**config.mk**
```make
export PLATFORM = sky130hd
export DESIGN_NAME = ccx_loader
export DESIGN_NICKNAME = d
export VERILOG_FILES = /design/src/rtl/tis_pkg.sv /design/src/rtl/ccx_loader.sv
export SDC_FILE = /design/constraint.sdc
export NUM_CORES = 1
export LEC_CHECK = 0
export CAP_MARGIN = 20
export CORE_MARGIN = 10
export CORE_UTILIZATION = 50
export CTS_CLUSTER_DIAMETER = 30
export DETAILED_ROUTE_END_ITERATION = 6
export DONT_BUFFER_PORTS = 1
export GPL_ROUTABILITY_DRIVEN = 0
export PLACE_DENSITY = 0.68
export REMOVE_ABC_BUFFERS = 1
export SYNTH_ARGS = -nofsm -noshare
export SYNTH_HDL_FRONTEND = slang
export SYNTH_SLANG_ARGS = --single-unit
```
**constraint.sdc**
```tcl
create_clock -name clk -period 1.84 [get_ports clk]
set_input_delay 0.368 -clock clk [delete_from_list [all_inputs] [get_ports clk]]
set_output_delay 0.368 -clock clk [all_outputs]
set_load 0.05 [all_outputs]
```
**src/rtl/tis_pkg.sv**
```systemverilog
// tis_pkg: shared core-complex loader constants and the loader state enum
package tis_pkg;
  localparam int NCORES = 12;
  localparam int PWORDS = 15;
  localparam int WORD_W = 16;
  localparam int LEN_W = 4;
  localparam logic [7:0] START_BYTE = 8'hA5;
  typedef enum logic [2:0] {
    IDLE,
    LEN,
    WHI,
    WLO,
`ifdef LOADER_CHECKSUM_EN
    CHK,
`endif
    RUN,
    ERR
  } ld_state_e;
endpackage

```
**src/rtl/ccx_loader.sv**
```systemverilog
// ccx_loader: byte-stream loader that writes per-core program lengths and words, holding the core complex in reset until done
// Ports: clk/rst (async active-high); in_data/in_valid/in_ready byte stream;
// prog_we/prog_addr/prog_data program memory write; len_we/len_idx/len_data pLength write;
// ccx_rst core complex reset; busy load in progress; err protocol error.
// Build option LOADER_CHECKSUM_EN adds a per-core XOR checksum byte (CHK state).
module ccx_loader
  import tis_pkg::*;
#(
  parameter int NCORES = tis_pkg::NCORES,
  parameter int PWORDS = tis_pkg::PWORDS
)(
  input  logic              clk,
  input  logic              rst,
  input  logic [7:0]        in_data,
  input  logic              in_valid,
  output logic              in_ready,
  output logic              prog_we,
  output logic [7:0]        prog_addr,
  output logic [WORD_W-1:0] prog_data,
  output logic              len_we,
  output logic [LEN_W-1:0]  len_idx,
  output logic [LEN_W-1:0]  len_data,
  output logic              ccx_rst,
  output logic              busy,
  output logic              err
);
  ld_state_e state_q, state_d;
  logic [3:0] core_q, core_d, word_q, word_d, len_q, len_d;
  logic [7:0] base_q, base_d, hi_q, hi_d;
  logic prog_we_q, prog_we_d, len_we_q, len_we_d, ccx_rst_q, ccx_rst_d;
  logic [7:0] prog_addr_q, prog_addr_d;
  logic [WORD_W-1:0] prog_data_q, prog_data_d;
  logic [LEN_W-1:0] len_idx_q, len_idx_d, len_data_q, len_data_d;
  logic done, eoc;
`ifdef LOADER_CHECKSUM_EN
  logic [7:0] csum_q, csum_d;
`endif
  always_comb begin
    state_d = state_q;
    core_d = core_q;
    word_d = word_q;
    len_d = len_q;
    base_d = base_q;
    hi_d = hi_q;
    prog_we_d = 1'b0;
    len_we_d = 1'b0;
    prog_addr_d = prog_addr_q;
    prog_data_d = prog_data_q;
    len_idx_d = len_idx_q;
    len_data_d = len_data_q;
    done = 1'b0;
    eoc = 1'b0;
`ifdef LOADER_CHECKSUM_EN
    csum_d = csum_q;
`endif
    if (in_valid) begin
      case (state_q)
        IDLE, RUN, ERR: if (in_data == START_BYTE) begin
          state_d = LEN;
          core_d = '0;
          base_d = '0;
        end
        LEN: if (in_data[7:4] != 4'h0 || int'(in_data[3:0]) > PWORDS) state_d = ERR;
        else begin
          len_we_d = 1'b1;
          len_idx_d = core_q;
          len_data_d = in_data[3:0];
          len_d = in_data[3:0];
          word_d = '0;
          state_d = WHI;
          done = in_data[3:0] == 4'h0;
`ifdef LOADER_CHECKSUM_EN
          csum_d = in_data;
`endif
        end
        WHI: begin
          hi_d = in_data;
          state_d = WLO;
`ifdef LOADER_CHECKSUM_EN
          csum_d = csum_q ^ in_data;
`endif
        end
        WLO: begin
          prog_we_d = 1'b1;
          prog_addr_d = base_q + {4'h0, word_q};
          prog_data_d = {hi_q, in_data};
          state_d = WHI;
          word_d = word_q + 4'd1;
          done = word_q == len_q - 4'd1;
`ifdef LOADER_CHECKSUM_EN
          csum_d = csum_q ^ in_data;
`endif
        end
`ifdef LOADER_CHECKSUM_EN
        CHK: if (in_data == csum_q) eoc = 1'b1;
        else state_d = ERR;
`endif
        default: state_d = IDLE;
      endcase
    end
`ifdef LOADER_CHECKSUM_EN
    if (done) state_d = CHK;
`else
    eoc = done;
`endif
    if (eoc) begin
      state_d = core_q == 4'(NCORES - 1) ? RUN : LEN;
      core_d = core_q + 4'd1;
      base_d = base_q + 8'(PWORDS);
    end
    // Held high through the cycle that carries the final write pulse, low once RUN is stable.
    ccx_rst_d = !(state_q == RUN && state_d == RUN);
  end
  always_ff @(posedge clk or posedge rst) begin
    if (rst) begin
      state_q <= IDLE;
      core_q <= '0;
      word_q <= '0;
      len_q <= '0;
      base_q <= '0;
      hi_q <= '0;
      prog_we_q <= 1'b0;
      len_we_q <= 1'b0;
      ccx_rst_q <= 1'b1;
      prog_addr_q <= '0;
      prog_data_q <= '0;
      len_idx_q <= '0;
      len_data_q <= '0;
    end else begin
      state_q <= state_d;
      core_q <= core_d;
      word_q <= word_d;
      len_q <= len_d;
      base_q <= base_d;
      hi_q <= hi_d;
      prog_we_q <= prog_we_d;
      len_we_q <= len_we_d;
      ccx_rst_q <= ccx_rst_d;
      prog_addr_q <= prog_addr_d;
      prog_data_q <= prog_data_d;
      len_idx_q <= len_idx_d;
      len_data_q <= len_data_d;
    end
  end
`ifdef LOADER_CHECKSUM_EN
  always_ff @(posedge clk or posedge rst) begin
    if (rst) csum_q <= '0;
    else csum_q <= csum_d;
  end
`endif
  assign in_ready = 1'b1;
  assign prog_we = prog_we_q;
  assign prog_addr = prog_addr_q;
  assign prog_data = prog_data_q;
  assign len_we = len_we_q;
  assign len_idx = len_idx_q;
  assign len_data = len_data_q;
  assign ccx_rst = ccx_rst_q;
  assign busy = !(state_q inside {IDLE, RUN, ERR});
  assign err = state_q == ERR;
endmodule

```
==> impl_metrics.yaml <==
floorplanning:
  fp.coreArea_um2: 5540
  num_io_pins: 49
  fp.dieH_um: 95.8
  floorplan.die_area_um2: 9180
  die_x_um: 95.8
  initial_utilization_pct: 51.9
  num_rows: 27
power:
  combPwrFrac_pct: 4.2
  p_per_area_nw_per_um2: 740
  clock_power_share_pct: 41.4
  swShare_pct: 23.5
  p_int_mw: 1.96
  p_total_mw: 2.56
  seq_power_share_pct: 54.4
  ir_worst_vdd_v: 0.000458
  leakagePower_nw: 1.77
  switching_power_mw: 0.601
sta:
  finalCritPeriodShare_pct: 104
  fmax_ghz: 0.525
  rsz0062_at_grt: "true"
  hold_viol_final: 0
  slew_violations: 0
  fin_worst_skew_ns: 0.00989
  setup_viol: 7
  setup_slack_ns: -0.0660
  fin_crit_ns: 1.91
synth:
  synth_fa_ha_area_share_pct: 4.18
  synthArstFlopShare_pct: 100
  synth.avg_cell_area_um2: 9.74
  synth_edf_count: 0
  yosys_warnings: 0
  ys.flop_type: "dfrtp_1"
  synth.mux.area_fraction_pct: 3.14
  synth_xor_area_share_pct: 4.44
  synth_top_family_by_area: "simple AND/OR/NAND/NOR gates"
  synth_cell_type_count: 40
  synth-simple-area-share_pct: 20.7
  synthesis.instances: 295
  synth_compound_area_share_pct: 9.32
  ys_ff_latch: 62
  syn-cell-area_um2: 2870
  ys_seq_area_share_pct: 54.1
hold_path:
  hold-path-cell-count: 1
  hp-class: "input port to flop"
clock_network:
  cts-root-buf: "clkbuf_8"
  clkTransAtPathRegs_ns: 0.07
  clk_latency_ns: 0.34
  clkSinkCount: 62
  cts_max_path_buffers: 2
  cts_tree: "yes"
  h-tree-depth: 3
  numCtsBuffers: 9
critical_path:
  max_stage_delay_ns: 0.37
  worst_r2r_path_depth: 9
  cp-start-kind: "flop"
  slowest_stage: "dfrtp_1"
  critPathMaxFanout: 5
  critical_path_required_ns: 2.10
  path_class: "flop to flop"
  cp.arrival_ns: 2.16
  critPathCaptureType: "flop"
  crit_chain: "inv_2 > ha_4 > xor2_1 > nand4_1 > o22ai_4 > buf_12 > nand4_1 > xor2_1 > a21oi_1"
layout:
  fill_cells: 465
  final_layout_size_suffix_gt1_share_pct: 23.6
  final_cell_mix: "nand2_1, dfrtp_1, buf_4"
  multi_input_area_um2: 1260
  regArea_um2: 1550
  diodes: 0
  fin_util_pct: 62.4
  final_common_cell: "nand2_1"
  nets: 351
  fin_area_um2: 3450
  stdcell_count: 407
  area_delta_synth_final_pct: 20.3
placed_design:
  dpl.hpwl_um: 4500
  place_area_um2: 3140
  dp_cells: 384
  portBuffers: 0
grt:
  first_global_vias: 2011
  grt_pass1_wl_um: 10200
  antenna_found_initial: 0
  grt_usage_pct: 14.4
  grt_max_degree: 63
  grt_overflow: 0
route:
  vias: 2111
  drtAntennaViolNets: 0
  routedWlPerCell_um: 15.8
  drc: 0
  drt-vias-per-instance: 5.19
  first_pass_iters: 4
  drt-total-wl_um: 6430
  drtIter0Drc: 70
run:
  maxCapViolations: 0
run_status:
  violations: "negative setup slack"
  status: "finished with violations"
==> metal layers <==
metal  GRT usage [%]  vias to the layer above  part of all wire, %  routed length [um]
met5               0                        -                    0                   0
met4            5.90                        0                  1.4                  91
met3            6.23                        9                  8.8                 564
met2            20.1                       54                   45                2900
met1            19.0                      993                   45                2880
li1                -                     1055                    -                   -
==> worst max-delay path, delay by kind of cell (launching register included) <==
kind / cells / cell delay (ns)
and+or+nand+nor: 2 / 0.31
AOI/OAI and AO/OA: 2 / 0.36
adders and majority gates: 1 / 0.26
DFF: 1 / 0.37
xor gates and xnor gates: 2 / 0.31
buffers and inverters: 2 / 0.20
==> power by group through the flow <==
stage          Combinational [mW]  Sequential, mW  Clock, mW
6_report                    0.107            1.39       1.06
5_1_grt                     0.117            1.39       1.15
4_1_cts                     0.106            1.39       1.09
3_5_place_dp               0.0989            1.42          0
3_3_place_gp               0.0980            1.42          0
2_1_floorplan              0.0598            1.42          0
==> cell families (layout without fill, tap and decap cells) <==
family,after synthesis,after routing
and+or+nand+nor,133,133
DFF,62,62
AOI/OAI and AO/OA,44,44
buffers and inverters,25,65
xor gates and xnor gates,13,13
adders and majority gates,9,9
muxes,8,8
other,1,1
==> stage by stage <==
step	setup WS [ns]	setup TNS (ns)	hold slack (ns)
finish	-0.0660	-0.231	0.124
CTS	-0.111	-0.402	0.114
global placement	-0.363	-5.58	0.344
detailed placement	-0.418	-6.04	0.348
global route	-0.185	-1.68	0.108
floorplan	-0.795	-15.05	0.435
==> synthesized netlist by cell type (all sizes together), types with 5 or more instances <==
cell / n / share of area, %
o21ai: 24 / 4.2
or4: 7 / 2.1
nor2: 5 / 0.65
ha: 8 / 3.5
buf: 6 / 1.5
clkbuf: 6 / 0.78
dfrtp: 61 / 53
mux2: 8 / 3.1
nand3: 10 / 1.7
inv: 13 / 1.7
a21oi: 10 / 1.9
nand2: 95 / 13
xor2: 9 / 2.7
==> state kept, by name, summed over array words and instances, names as in the netlist, 4 cells and up <==
| register | count |
|---|---|
| base_q | 8 |
| core_q | 4 |
| hi_q | 8 |
| len_data | 4 |
| word_q | 4 |
| prog_data | 16 |
| prog_addr | 8 |
| len_idx | 4 |
==> path summary, 6_finish.rpt <==
kind / startpoint / end / slack, ns
worst max-delay path: len_data[0] / base_q[6] / -0.07
worst min-delay path: in_valid / state_q[1] / 0.12
worst max register to register: len_data[0] / base_q[6] / -0.07
worst min register to register: hi_q[6] / prog_data[14] / 0.47
max in group asynchronous: rst / ccx_rst / 0.98
min in group asynchronous: rst / word_q[0] / 0.55
==> cell type report <==
cell class / count / area share (%)
sequential: 62 / 44.9
timing repair buffer: 37 / 9.53
inverter: 13 / 1.41
tap: 72 / 2.61
clock buffer: 11 / 4.38
clock inverter: 4 / 0.652
multi-input combinational: 208 / 36.5
==> timing repair <==
| item | in CTS | in global routing |
|---|---|---|
| buffers inserted | 5 | 2 |
| gates resized for setup | 11 | 12 |
| hold buffers | 1 | 0 |
| endpoints found under the setup margin | 11 | 17 |
| pin swaps | 6 | 6 |
| endpoints found under the hold margin | 61 | 0 |
Note: power is estimated with default switching activity, not from simulation.
